### config.mk
export PLATFORM = sky130hd
export DESIGN_NAME = memwb_pipe_reg
export DESIGN_NICKNAME = d
export VERILOG_FILES = /design/src/rtl/memwb_pipe_reg.sv
export SDC_FILE = /design/constraint.sdc
export NUM_CORES = 1
export LEC_CHECK = 0
export CORE_UTILIZATION = 34
export DETAILED_ROUTE_END_ITERATION = 6
export PLACE_DENSITY_LB_ADDON = 0.1
export SETUP_SLACK_MARGIN = 0.5
export SLEW_MARGIN = 20
export SYNTH_ARGS = -nofsm -noshare
export SYNTH_HDL_FRONTEND = slang
export SYNTH_SLANG_ARGS = --single-unit
export TNS_END_PERCENT = 1
### constraint.sdc
create_clock -name clk -period 3.1 [get_ports clk]
set_input_delay 0.62 -clock clk [delete_from_list [all_inputs] [get_ports clk]]
set_output_delay 0.62 -clock clk [all_outputs]
set_load 0.005 [all_outputs]
### src/rtl/memwb_pipe_reg.sv
// MEM/WB pipeline register for the 16-bit MIPS core: DEPTH stages with stall,
// flush, valid tracking, a sticky halt latch and the writeback data mux.
module memwb_pipe_reg #(
    parameter int DATA_W     = 16,
    parameter int REG_ADDR_W = 3,
    parameter int DEPTH      = 1
) (
    input  logic                  clk,
    input  logic                  rst,
    input  logic                  stall,
    input  logic                  flush,
    input  logic                  in_valid,
    input  logic                  memtoreg,
    input  logic                  reg_write,
    input  logic                  halt,
    input  logic [DATA_W-1:0]     read_data,
    input  logic [DATA_W-1:0]     alu_out,
    input  logic [REG_ADDR_W-1:0] instr_rd,
    output logic                  out_valid,
    output logic                  memtoreg_reg,
    output logic                  reg_write_reg,
    output logic                  halt_reg,
    output logic [DATA_W-1:0]     read_data_reg,
    output logic [DATA_W-1:0]     alu_out_reg,
    output logic [REG_ADDR_W-1:0] instr_rd_reg,
    output logic [DATA_W-1:0]     wb_data,
    output logic                  halted
);

    if ((DEPTH < 1) || (DEPTH > 4)) begin : g_depth_chk
        $error("memwb_pipe_reg: DEPTH must be in 1..4");
    end

    typedef struct packed {
        logic                  valid;
        logic                  memtoreg;
        logic                  reg_write;
        logic                  halt;
        logic [DATA_W-1:0]     read_data;
        logic [DATA_W-1:0]     alu_out;
        logic [REG_ADDR_W-1:0] rd;
    } stage_t;

    stage_t stage_q [0:DEPTH-1];
    stage_t stage_d [0:DEPTH-1];
    stage_t prev_s  [0:DEPTH-1];
    stage_t in_s;
    logic   halted_q, halted_d;
    logic   retire_halt, hold;

    // Control bits enter pre-qualified so a bubble can never write or halt.
    always_comb begin
        in_s           = '0;
        in_s.valid     = in_valid;
        in_s.memtoreg  = memtoreg & in_valid;
        in_s.reg_write = reg_write & in_valid;
        in_s.halt      = halt & in_valid;
        in_s.read_data = read_data;
        in_s.alu_out   = alu_out;
        in_s.rd        = instr_rd;
    end

    for (genvar k = 0; k < DEPTH; k++) begin : g_prev
        if (k == 0) begin : g_head
            assign prev_s[k] = in_s;
        end else begin : g_body
            assign prev_s[k] = stage_q[k-1];
        end
    end

    // A retiring HALT freezes the pipe on the very edge it is seen, so it stays visible.
    assign retire_halt = stage_q[DEPTH-1].valid & stage_q[DEPTH-1].halt;
    assign hold        = stall | halted_q | retire_halt;

    always_comb begin
        halted_d = halted_q | (retire_halt & ~flush);
        for (int k = 0; k < DEPTH; k++) begin
            stage_d[k] = stage_q[k];
            if (flush) begin
                stage_d[k].valid     = 1'b0;
                stage_d[k].memtoreg  = 1'b0;
                stage_d[k].reg_write = 1'b0;
                stage_d[k].halt      = 1'b0;
            end else if (!hold) begin
                stage_d[k] = prev_s[k];
            end
        end
    end

    always_ff @(posedge clk) begin
        if (rst) begin
            for (int k = 0; k < DEPTH; k++) stage_q[k] <= '0;
            halted_q <= 1'b0;
        end else begin
            for (int k = 0; k < DEPTH; k++) stage_q[k] <= stage_d[k];
            halted_q <= halted_d;
        end
    end

    assign out_valid     = stage_q[DEPTH-1].valid;
    assign memtoreg_reg  = stage_q[DEPTH-1].memtoreg;
    assign reg_write_reg = stage_q[DEPTH-1].reg_write & stage_q[DEPTH-1].valid;
    assign halt_reg      = stage_q[DEPTH-1].halt & stage_q[DEPTH-1].valid;
    assign read_data_reg = stage_q[DEPTH-1].read_data;
    assign alu_out_reg   = stage_q[DEPTH-1].alu_out;
    assign instr_rd_reg  = stage_q[DEPTH-1].rd;
    assign wb_data       = memtoreg_reg ? read_data_reg : alu_out_reg;
    assign halted        = halted_q;

endmodule

==> impl_metrics.tcl <==
set metrics [dict create \
    timing.setup.tns_ns 0 \
    uppermost_layer_routed "met4" \
    cts_max_path_buffers 2 \
    arrival_worst_endpoint_ns 1.84 \
    maximum_operating_frequency_mhz 407 \
    final-max-slew-violation-count 0 \
    worst_clock_skew_ns 0.00433 \
    io_buffer_count 98 \
    drt_drc_violations_left 0 \
    internal_power_mw 0.856 \
    total_power_mw 1.11 \
    run_status "finished clean" \
    total_core_area_um2 5240 \
    grt_antenna_before_repair 0 \
    dp.final_hpwl_um 3130 \
    peakVddDrop_v 0.000223 \
    setup_violators_final 0 \
    antenna_cells 0 \
    via_per_inst 4.44 \
    grt_setup_unrepaired "false" \
    placementRows 26 \
    drt_pre_antenna_iters 2 \
    m1WireLength_um 2050 \
    die_x_um 76.8 \
    worst-slew-pin-transition_ns 0.631 \
    route.final.wire_length_um 4540 \
    cp.buffers_inverters 2 \
    yosys_warnings 0 \
    worst_setup_path_start_kind "flip-flop" \
    mappedNetlistArea_um2 1900 \
    worst_setup_hold_path_clk_slew_ns 0.07 \
    cell_by_cell_trace_of_the_critical_path "buf_4 -> mux2_2 -> clkdlybuf4s50_1" \
    critPathSlowestCell "sky130_fd_sc_hd__dfxtp_2" \
    layout_filler_cell_count 512 \
    post_synth_net_total 274 \
    drc_marker_count_from_the_first_detailed_route_iteration 46 \
    groute.usage.overall_pct 16.2 \
    gp_congestion 0.727 \
    yosys.area.top_type_share_pct 42.1 \
    pin_count 99 \
    cts_sinks 40 \
    post-route-period-util_pct 79.3 \
    area.sequential_um2 802 \
    area_taken_by_multi_input_logic_gates_um2 762 \
    timing_hold_violations_final 0 \
    wl_per_cell_um 12.6 \
    drv.max_cap_violation_count 0 \
    wl_met2_um 2080 \
    tritoncts_buffer_count 5 \
    yosys_register_bits 40 \
    synth.avg_cell_area_um2 8.24 \
    grt_first_pass_wirelength_um 7530 \
    worst_skew_pair_later_pin_latency_ns 0.29 \
    share_comb_of_total_power_pct 16.8 \
    net_sw_share_pct 22.8 \
    max-slew-margin-rel_pct 58.0 \
    pwr-share-clk_pct 33.4 \
    post-place-ws_ns 0.529 \
    final_net_count 334 \
    worst-setup-path-type "flip-flop to primary output" \
    power_frac_seq_pct 49.9 \
    first_global_vias 1556 \
    area_growth_syn_to_layout_pct 44.8 \
    critPathCaptureType "primary output" \
    floorplan.die_area_um2 5900 \
    worstPathRequired_ns 2.48 \
    setup_slack_ns 0.641 \
    power.leakage_nw 0.993 \
    synth.top_cells.by_area "sky130_fd_sc_hd__dfxtp_1 42%, sky130_fd_sc_hd__nand2_1 15%, sky130_fd_sc_hd__buf_4 14%" \
    drtAntennaViolNets 0 \
    netlist_instances 231 \
    tritoncts "yes" \
    power.density_nw_per_um2 403 \
    cell_variety_after_synth 19 \
    route.vias.total 1604 \
    timing.critical_path.fanout_max 10 \
    start_util_pct 36.3 \
    maximum_number_of_pins_on_one_net_before_global_route_repair 36 \
    layout-drive-gt1-share_pct 11.3 \
    wl_met3_um 342 \
    clock-root-buffer "sky130_fd_sc_hd__clkbuf_8" \
    cts_max_level 2 \
    net_load_switching_power_mw 0.253 \
    worst_path_largest_cell_delay_ns 0.48 \
    grt-ovfl-total 0 \
    dieHeight_um 76.8 \
    synth_top_area_cell "sky130_fd_sc_hd__dfxtp_1" \
    number_of_hold_repair_buffers_added_at_the_cts_stage 0 \
    synth_seq_area_share_pct 42.1 \
    min_path_type "flip-flop to flip-flop" \
    cpLargestDelayFamily "buffers and inverters" \
    fin_crit_ns 2.46 \
]
cells in the mapped netlist:
cell                        number
sky130_fd_sc_hd__a21oi_1        39
sky130_fd_sc_hd__inv_1           1
sky130_fd_sc_hd__buf_2           3
sky130_fd_sc_hd__buf_6           3
sky130_fd_sc_hd__a211o_2         1
sky130_fd_sc_hd__clkbuf_1        7
sky130_fd_sc_hd__dfxtp_1        40
sky130_fd_sc_hd__nand3_1         3
sky130_fd_sc_hd__a2111o_1        1
sky130_fd_sc_hd__nor2_1          1
sky130_fd_sc_hd__or2_2           1
sky130_fd_sc_hd__mux2_2         16
sky130_fd_sc_hd__a211oi_1        1
sky130_fd_sc_hd__buf_4          35
sky130_fd_sc_hd__and2_2          1
sky130_fd_sc_hd__a21oi_2         1
sky130_fd_sc_hd__and2_1          1
sky130_fd_sc_hd__a2111oi_4       1
sky130_fd_sc_hd__nand2_1        75
path summary, 6_finish.rpt:
path / cells past startpoint / slack, ns / to / start
worst max-delay path: 3 / 0.64 / wb_data[8] / stage_q[0][37]$_SDFFE_PP0N_
worst min-delay path: 2 / 0.46 / stage_q[0][1]$_SDFFE_PP0P_ / stage_q[0][1]$_SDFFE_PP0P_
worst min register to register: 2 / 0.46 / stage_q[0][1]$_SDFFE_PP0P_ / stage_q[0][1]$_SDFFE_PP0P_
worst max register to register: 3 / 1.55 / stage_q[0][15]$_SDFFE_PP0P_ / stage_q[0][35]$_SDFFE_PP0N_
cell families (layout without fill, tap and decap cells):
family | count (synthesis) | in the layout | synth area share [%]
AOI/OAI and AO/OA | 44 | 44 | 13.7
buffers and inverters | 49 | 109 | 17.9
DFF | 40 | 40 | 42.1
muxes | 16 | 16 | 9.47
and+or+nand+nor | 82 | 82 | 16.8
power groups by stage:
stage	clock, mW	sequential, mW	combinational (mW)
3_3_place_gp	0	0.565	0.187
2_1_floorplan	0	0.559	0.0947
6_report	0.370	0.553	0.186
3_5_place_dp	0	0.566	0.188
4_1_cts	0.382	0.554	0.189
5_1_grt	0.403	0.558	0.203
routing by layer:
layer / up-vias / global-route usage, %
li1: 835 / -
met1: 703 / 19.4
met2: 59 / 26.3
met3: 7 / 5.24
met4: 0 / 6.92
met5: - / 0
metrics by stage:
step	area (um^2)	hold WS, ns	std cells	utilization, %
final	2760	0.459	361	52.6
after global routing	2760	0.482	361	52.6
after CTS	2750	0.458	361	52.6
after detailed placement	2660	0.447	354	50.7
after global placement	2660	0.439	354	50.7
after floorplan	1900	0.425	231	-
worst reg2reg max path: cells and delay by family, from the launching register on:
family | cells | cell delay, ns
and+or+nand+nor | 1 | 0.18
AOI/OAI and AO/OA | 2 | 0.87
DFF | 1 | 0.38
repair_timing:
item | in CTS | in global routing
setup endpoints to repair | 8 | 0
gates resized for setup | 1 | 0
endpoints found under the hold margin | 0 | 0
setup buffers | 0 | 0
layout make-up:
| class | instances | area share [%] |
|---|---|---|
| Clock buffer | 7 | 3.50 |
| Multi-Input combinational cell | 142 | 27.7 |
| Sequential cell | 40 | 29.1 |
| Timing Repair Buffer | 101 | 36.4 |
| Tap cell | 70 | 3.18 |
| Inverter | 1 | 0.136 |
registers in the layout, indices dropped and copies added, names as in the netlist:
signal	count
stage_q	39
halted	1
cells in the final DEF (no fill, tap or decap):
cell	Yosys	routed
sky130_fd_sc_hd__clkdlybuf4s50_1	0	98
sky130_fd_sc_hd__nand2_1	75	75
sky130_fd_sc_hd__a21oi_1	39	39
sky130_fd_sc_hd__dfxtp_1	40	39
sky130_fd_sc_hd__mux2_2	16	16
sky130_fd_sc_hd__clkbuf_8	0	7
sky130_fd_sc_hd__nand3_1	3	3
sky130_fd_sc_hd__buf_4	35	3
sky130_fd_sc_hd__and2_2	1	1
sky130_fd_sc_hd__and2_1	1	1
sky130_fd_sc_hd__a2111oi_4	1	1
sky130_fd_sc_hd__a2111o_2	0	1
sky130_fd_sc_hd__a211o_2	1	1
sky130_fd_sc_hd__a211oi_1	1	1
sky130_fd_sc_hd__or2_2	1	1
sky130_fd_sc_hd__inv_1	1	1
sky130_fd_sc_hd__nor2_1	1	1
sky130_fd_sc_hd__a21oi_2	1	1
sky130_fd_sc_hd__dfxtp_2	0	1
No activity file was read; power rests on OpenSTA's default activity.
